--- src/rtl/core_bus_pkg.sv ---
// core_bus_pkg: shared types and constants for the core bus arbiter
package core_bus_pkg;
  typedef enum logic [1:0] {IDLE, BUSY, ABORT} arb_state_t;
  localparam int MAX_MASTERS = 4;
  localparam int MIDX_W = $clog2(MAX_MASTERS);
endpackage

--- src/rtl/rr_arbiter.sv ---
// rr_arbiter: combinational round-robin pick starting one past the last winner
module rr_arbiter
  import core_bus_pkg::*;
#(
  parameter int N = 2
) (
  input  logic [N-1:0]      req_i,
  input  logic [MIDX_W-1:0] last_i,
  output logic [N-1:0]      gnt_o,
  output logic [MIDX_W-1:0] idx_o,
  output logic              any_req_o
);
  // Walk from farthest to nearest so the nearest requester overwrites the others
  always_comb begin
    gnt_o = '0;
    idx_o = '0;
    for (int i = N; i >= 1; i--)
      for (int j = 0; j < N; j++)
        if (req_i[j] && j == (int'(last_i) + i) % N) begin
          gnt_o = N'(1) << j;
          idx_o = MIDX_W'(j);
        end
  end
  assign any_req_o = |req_i;
endmodule

--- src/rtl/core_bus_arbiter.sv ---
// core_bus_arbiter: round-robin Wishbone arbiter with cyc-lock and stall watchdog
module core_bus_arbiter
  import core_bus_pkg::*;
#(
  parameter int NUM_MASTERS    = 2,
  parameter int ADDR_WIDTH     = 32,
  parameter int DATA_WIDTH     = 32,
  parameter int TIMEOUT_CYCLES = 1024
) (
  input  logic                                    clk,
  input  logic                                    rst_n,
  input  logic [NUM_MASTERS-1:0]                  m_cyc_i,
  input  logic [NUM_MASTERS-1:0]                  m_stb_i,
  input  logic [NUM_MASTERS-1:0]                  m_we_i,
  input  logic [NUM_MASTERS-1:0][ADDR_WIDTH-1:0]  m_addr_i,
  input  logic [NUM_MASTERS-1:0][DATA_WIDTH-1:0]  m_data_i,
  input  logic [NUM_MASTERS-1:0][DATA_WIDTH/8-1:0] m_sel_i,
  output logic [DATA_WIDTH-1:0]                   m_data_o,
  output logic [NUM_MASTERS-1:0]                  m_ack_o,
  output logic [NUM_MASTERS-1:0]                  m_err_o,
  output logic                                    s_cyc_o,
  output logic                                    s_stb_o,
  output logic                                    s_we_o,
  output logic [ADDR_WIDTH-1:0]                   s_addr_o,
  output logic [DATA_WIDTH-1:0]                   s_data_o,
  output logic [DATA_WIDTH/8-1:0]                 s_sel_o,
  input  logic [DATA_WIDTH-1:0]                   s_data_i,
  input  logic                                    s_ack_i,
  output logic [NUM_MASTERS-1:0]                  grant_o,
  output logic                                    timeout_o
);
  localparam int CW = TIMEOUT_CYCLES > 0 ? $clog2(TIMEOUT_CYCLES + 1) : 1;
  localparam logic [CW-1:0] LIMIT = CW'(TIMEOUT_CYCLES);
  arb_state_t state_q, state_d;
  logic [NUM_MASTERS-1:0] grant_q, grant_d, rr_gnt;
  logic [MIDX_W-1:0] last_q, last_d, rr_idx;
  logic [CW-1:0] cnt_q, cnt_d;
  logic any_req, busy;
  rr_arbiter #(.N(NUM_MASTERS)) u_rr (
    .req_i     (m_cyc_i & m_stb_i),
    .last_i    (last_q),
    .gnt_o     (rr_gnt),
    .idx_o     (rr_idx),
    .any_req_o (any_req)
  );
  assign busy      = state_q == BUSY;
  assign timeout_o = state_q == ABORT;
  assign grant_o   = grant_q;
  assign m_data_o  = s_data_i;
  assign m_ack_o   = (busy && s_ack_i) ? grant_q : '0;
  assign m_err_o   = timeout_o ? grant_q : '0;
  // grant_q is one-hot, so selecting by its set bit is a plain mux
  always_comb begin
    s_cyc_o  = 1'b0;
    s_stb_o  = 1'b0;
    s_we_o   = 1'b0;
    s_addr_o = '0;
    s_data_o = '0;
    s_sel_o  = '0;
    for (int i = 0; i < NUM_MASTERS; i++)
      if (busy && grant_q[i]) begin
        s_cyc_o  = m_cyc_i[i];
        s_stb_o  = m_stb_i[i];
        s_we_o   = m_we_i[i];
        s_addr_o = m_addr_i[i];
        s_data_o = m_data_i[i];
        s_sel_o  = m_sel_i[i];
      end
  end
  always_comb begin
    state_d = state_q;
    grant_d = grant_q;
    last_d  = last_q;
    cnt_d   = cnt_q;
    case (state_q)
      IDLE: begin
        cnt_d = '0;
        if (any_req) begin
          state_d = BUSY;
          grant_d = rr_gnt;
          last_d  = rr_idx;
        end
      end
      BUSY: begin
        cnt_d = s_ack_i ? '0 : (s_stb_o && cnt_q != LIMIT) ? cnt_q + 1'b1 : cnt_q;
        if (!s_cyc_o) begin
          state_d = IDLE;
          grant_d = '0;
        end else if (TIMEOUT_CYCLES != 0 && cnt_d == LIMIT) state_d = ABORT;
      end
      default: begin
        state_d = IDLE;
        grant_d = '0;
        cnt_d   = '0;
      end
    endcase
  end
  always_ff @(posedge clk or negedge rst_n)
    if (!rst_n) begin
      state_q <= IDLE;
      grant_q <= '0;
      last_q  <= MIDX_W'(NUM_MASTERS - 1);
      cnt_q   <= '0;
    end else begin
      state_q <= state_d;
      grant_q <= grant_d;
      last_q  <= last_d;
      cnt_q   <= cnt_d;
    end
endmodule

--- config.mk ---
export PLATFORM = sky130hd
export DESIGN_NAME = core_bus_arbiter
export DESIGN_NICKNAME = d
export VERILOG_FILES = /design/src/rtl/core_bus_pkg.sv /design/src/rtl/rr_arbiter.sv /design/src/rtl/core_bus_arbiter.sv
export SDC_FILE = /design/constraint.sdc
export NUM_CORES = 1
export LEC_CHECK = 0
export ABC_AREA = 1
export BUFFER_PORTS_ARGS = -buffer_cell sky130_fd_sc_hd__buf_2
export CAP_MARGIN = 20
export CORE_AREA = 2 2 112 114
export DETAILED_ROUTE_END_ITERATION = 7
export DIE_AREA = 0 0 114 116
export GPL_TIMING_DRIVEN = 1
export PLACE_DENSITY_LB_ADDON = 0.05
export SETUP_SLACK_MARGIN = 0.2
export SYNTH_ARGS = -nofsm -noshare
export SYNTH_HDL_FRONTEND = slang
export SYNTH_HIERARCHICAL = 1
export SYNTH_SLANG_ARGS = --single-unit
--- constraint.sdc ---
create_clock -name clk -period 3.3 [get_ports clk]
set_input_delay 0.33 -clock clk [delete_from_list [all_inputs] [get_ports clk]]
set_output_delay 0.33 -clock clk [all_outputs]
set_load 0.02 [all_outputs]
Word-level counts from Yosys, hierarchy flattened
Index checks and enable logic that the tools add are counted.
Widths: inputs -> output; s select.
- register bits after elaboration: 16
- RAM bits: 0
- ROM bits: 0
- bits in latches: 0
- memories: 0
- word-level logic and storage cells: 65
- input port bits: 177
- equal/unequal tests: 9
- mux-type cells: 31
- reductions and logical operators: 15
- order comparisons: 0
- shifts and indexed selects: 0
- div/mod/pow operators: 0
- bitwise operators: 3
- add/subtract/negate cells: 3
- $mul: 0
- operators by type and width (operator ; count):
    $mux 32 ; 4
    $logic_not 32->1 ; 2
    $mux 11 ; 3
    $mux 2 ; 10
    $add 11x1->11 const B ; 1
    $eq 11x11->1 const B ; 1
    $ne 11x11->1 const B ; 1
    $mux 1 ; 10
    $logic_and 1x1->1 ; 8
    $mux 4 ; 2
    $pmux 2 s2 ; 2
    $reduce_and 2->1 ; 3
    $eq 2x2->1 const A ; 2
    $ne 2x2->1 const B ; 2
    $ne 3x2->1 const B ; 1
    $add 1x1->1 const B ; 2
    $and 1x1->1 const A ; 2
    $and 2x2->2 ; 1
    $eq 2x1->1 const B ; 1
    $eq 2x2->1 const B ; 1
    $logic_not 2->1 ; 1
    $reduce_or 2->1 ; 1

Logic depth before layout (Yosys ltp)
- depth after elaboration: 11
- mapped depth: 14

Hierarchy
Netlist, hierarchy kept.
- modules (own cells, without submodules) (module ; instances ; area an instance (um2) ; seq. area each (um2) ; cells an instance):
    core_bus_arbiter ; 1 ; 2372.3 ; 426.7 ; 433
    rr_arbiter ; 1 ; 43.8 ; 0.0 ; 9

Least setup slack after synthesis
Ideal clock, no wire load.
- path type: register to output
- from: reg grant_q[1] (netlist: grant_o[1])
- to: out s_addr_o[23]
- buffers on the path: 1
- data arrival time: 1437 ps
- setup slack: 1533 ps
- stages on the path, launching flop included: 5
- cells stage by stage: dfrtp_1 -> inv_2 -> clkbuf_1 -> nand2_1 -> o21ai_0
- longest elaborated chain between the ends: 2
- RTL lines (element ; line ; text):
    start, declared ; core_bus_arbiter.sv:35 ; logic [NUM_MASTERS-1:0] grant_q, grant_d, rr_gnt;
    start signal, assigned ; core_bus_arbiter.sv:106 ; grant_q <= grant_d;
    $logic_and 1x1->1 ; core_bus_arbiter.sv:61 ; if (busy && grant_q[i]) begin
    $mux 32 ; core_bus_arbiter.sv:61 ;
    end, declared ; core_bus_arbiter.sv:24 ; output logic [ADDR_WIDTH-1:0] s_addr_o,
No other way between the ends.

Worst setup path in the final report
- from: reg grant_q[1] (netlist: grant_o[1])
- to: out s_data_o[25]
- longest elaborated chain between the ends: 2
- RTL lines (element ; line ; text):
    $logic_and 1x1->1 ; core_bus_arbiter.sv:61 ;
    $mux 32 ; core_bus_arbiter.sv:61 ;
    end, declared ; core_bus_arbiter.sv:25 ; output logic [DATA_WIDTH-1:0] s_data_o,
No other way between the ends.

==> impl_metrics.env <==
export IMPL_pwr_share_clk_pct=31.3
export IMPL_status="complete, but fails checks"
export IMPL_yosysWarnings=6
export IMPL_start_util_pct=19.9
export IMPL_min_path_type="in -> async"
export IMPL_antenna_left=0
export IMPL_swShare_pct=38.2
export IMPL_cp_arrival_ns=2.20
export IMPL_num_rows=40
export IMPL_dp_cells=751
export IMPL_tightest_slew_ns=0.763
export IMPL_wl_per_cell_um=16.5
export IMPL_skew_ns=0.00177
export IMPL_met2_usage_pct=28.3
export IMPL_insertion_delay_ns=0.25
export IMPL_end_kind="output pin"
export IMPL_cts_buffer_depth=2
export IMPL_cts_hold_buf=0
export IMPL_cts_buffers_inserted=3
export IMPL_placed_area_mm2=0.00333
export IMPL_hpwlAfterDp_um=10200
export IMPL_cts_tree="built"
export IMPL_dr_total_vias=3410
export IMPL_fmax_mhz=396
export IMPL_path_clk_slew_ns=0.05
export IMPL_pre_cts_ws_ns=1.06
export IMPL_post_cts_setup_buffers=0
export IMPL_syn_inst=438
export IMPL_design_power_total_uw=855
export IMPL_synth_area_per_cell_um2=5.41
export IMPL_grt_first_pass_wirelength_um=17700
export IMPL_drive_above_1_share_pct=39.6
export IMPL_grt_overflow=0
export IMPL_gp_congestion=0.785
export IMPL_grt_max_degree=73
export IMPL_busiest_layer="met2"
export IMPL_fin_tns_setup_ns=0
export IMPL_fin_ws_ns=0.774
export IMPL_io_buffers=222
export IMPL_drc=0
export IMPL_htreeDepth=1
export IMPL_slew_headroom_pct=49.1
export IMPL_fin_util_pct=28.7
export IMPL_first_global_vias=3148
export IMPL_antenna_found_initial=1
export IMPL_critPathSlowestCell="buf_4"
export IMPL_vdd_drop_max_uv=204
export IMPL_timing_rr_end="state_q[0]"
export IMPL_design_die_area_mm2=0.0132
export IMPL_p_switching_uw=326
export IMPL_r2r_slack_ns=1.26
export IMPL_p_per_area_mw_per_mm2=250
export IMPL_power_frac_seq_pct=25.1
export IMPL_area_growth_syn_to_layout_pct=44.6
export IMPL_die_x_um=114
export IMPL_power_frac_comb_pct=43.6
export IMPL_root_buffer="clkbuf_16"
export IMPL_crit_type="reg -> out"
export IMPL_period_share_pct=76.6
export IMPL_met3_usage_pct=3.40
export IMPL_setup_viol=0
export IMPL_drv_slew=0
export IMPL_maxCapViolCount=0
export IMPL_worst_hold_slack_ns=-0.00112
export IMPL_crit_buf_inv=3
export IMPL_p_int_uw=528
export IMPL_synth_nets=617
export IMPL_core_area_mm2=0.0119
export IMPL_syn_cell_area_mm2=0.00237
export IMPL_worstPathMaxFanout=72
export IMPL_cp_start_kind="register"
export IMPL_numClockSinks=16
export IMPL_grt_setup_unrepaired="no"
export IMPL_timing_rr_start="state_q[1]"
export IMPL_critPathMaxStageDelay_ns=0.58
export IMPL_violations="hold timing"
export IMPL_drt_initial_drc_count=240
export IMPL_fin_cells=756
export IMPL_drt_first_pass_iters=6
export IMPL_finalHoldViolCount=2
export IMPL_wl_um=12500
export IMPL_cts_resized=0
export IMPL_period_needed_ns=2.53
export IMPL_leakage_nw=2.08
export IMPL_nets=788
export IMPL_worstPathCellList="inv_2 > buf_4 > nand2_1 > o21ai_0 > buf_2"
export IMPL_fin_area_mm2=0.00342
export IMPL_io_pins=287
export IMPL_critical_path_required_ns=2.97
export IMPL_grt_usage_pct=17.0
export IMPL_met1_usage_pct=23.2
export IMPL_vias_per_cell=4.51
export IMPL_worst_path_dominant_cell_family="buffers and inverters"
export IMPL_rr_worst_depth=10
export IMPL_die_height_um=116
## worst max path at each step
| stage | startpoint | end | slack (ns) | cells after the start |
|---|---|---|---|---|
| after CTS | state_q[0] | s_data_o[22] | 0.81 | 8 |
| after global placement | state_q[0] | s_addr_o[26] | 1.08 | 8 |
| after global routing | state_q[0] | s_data_o[23] | 0.49 | 8 |
| final | grant_o[1] | s_data_o[25] | 0.77 | 5 |
| after detailed placement | state_q[0] | s_data_o[22] | 1.06 | 8 |
| after floorplan | grant_o[1] | s_addr_o[23] | 1.53 | 4 |
## metal layers
layer,wire length [µm],share of wire (%)
met5,0,0
met4,87,0.70
met3,1110,8.9
met2,6140,49
met1,5150,41
## placed cells by master (no fill, tap or decap), types with 2 or more instances in the layout
cell type / instances
o22ai_1: 2
nand3_1: 21
a21oi_1: 3
nor3_1: 7
nand4_1: 5
ha_1: 2
inv_2: 3
buf_4: 2
nand2_1: 184
o21ai_0: 69
nor2_1: 30
nand3_2: 4
dfrtp_1: 15
buf_2: 222
clkbuf_16: 3
inv_1: 25
## power groups by stage
stage / combinational (mW) / sequential, mW / clock, mW
finish: 0.373 / 0.215 / 0.267
global route: 0.416 / 0.216 / 0.279
CTS: 0.376 / 0.214 / 0.272
detailed placement: 0.375 / 0.218 / 0
global placement: 0.376 / 0.218 / 0
floorplan: 0.256 / 0.216 / 0
## cell type report
| cell class | instances | area, µm² |
|---|---|---|
| Sequential cell | 16 | 402 |
| Fill cell | 1418 | 8490 |
| Multi-Input combinational cell | 335 | 1500 |
| Timing Repair Buffer | 225 | 1150 |
| Inverter | 28 | 105 |
| Tap cell | 147 | 184 |
| Clock buffer | 4 | 88.8 |
| Antenna cell | 1 | 2.50 |
## state kept, by name, summed over array words and instances, names as in the netlist
signal and count:
state_q 2, cnt_q 11, last_q 1, grant_o 2
(Power assumes the default switching activity.)
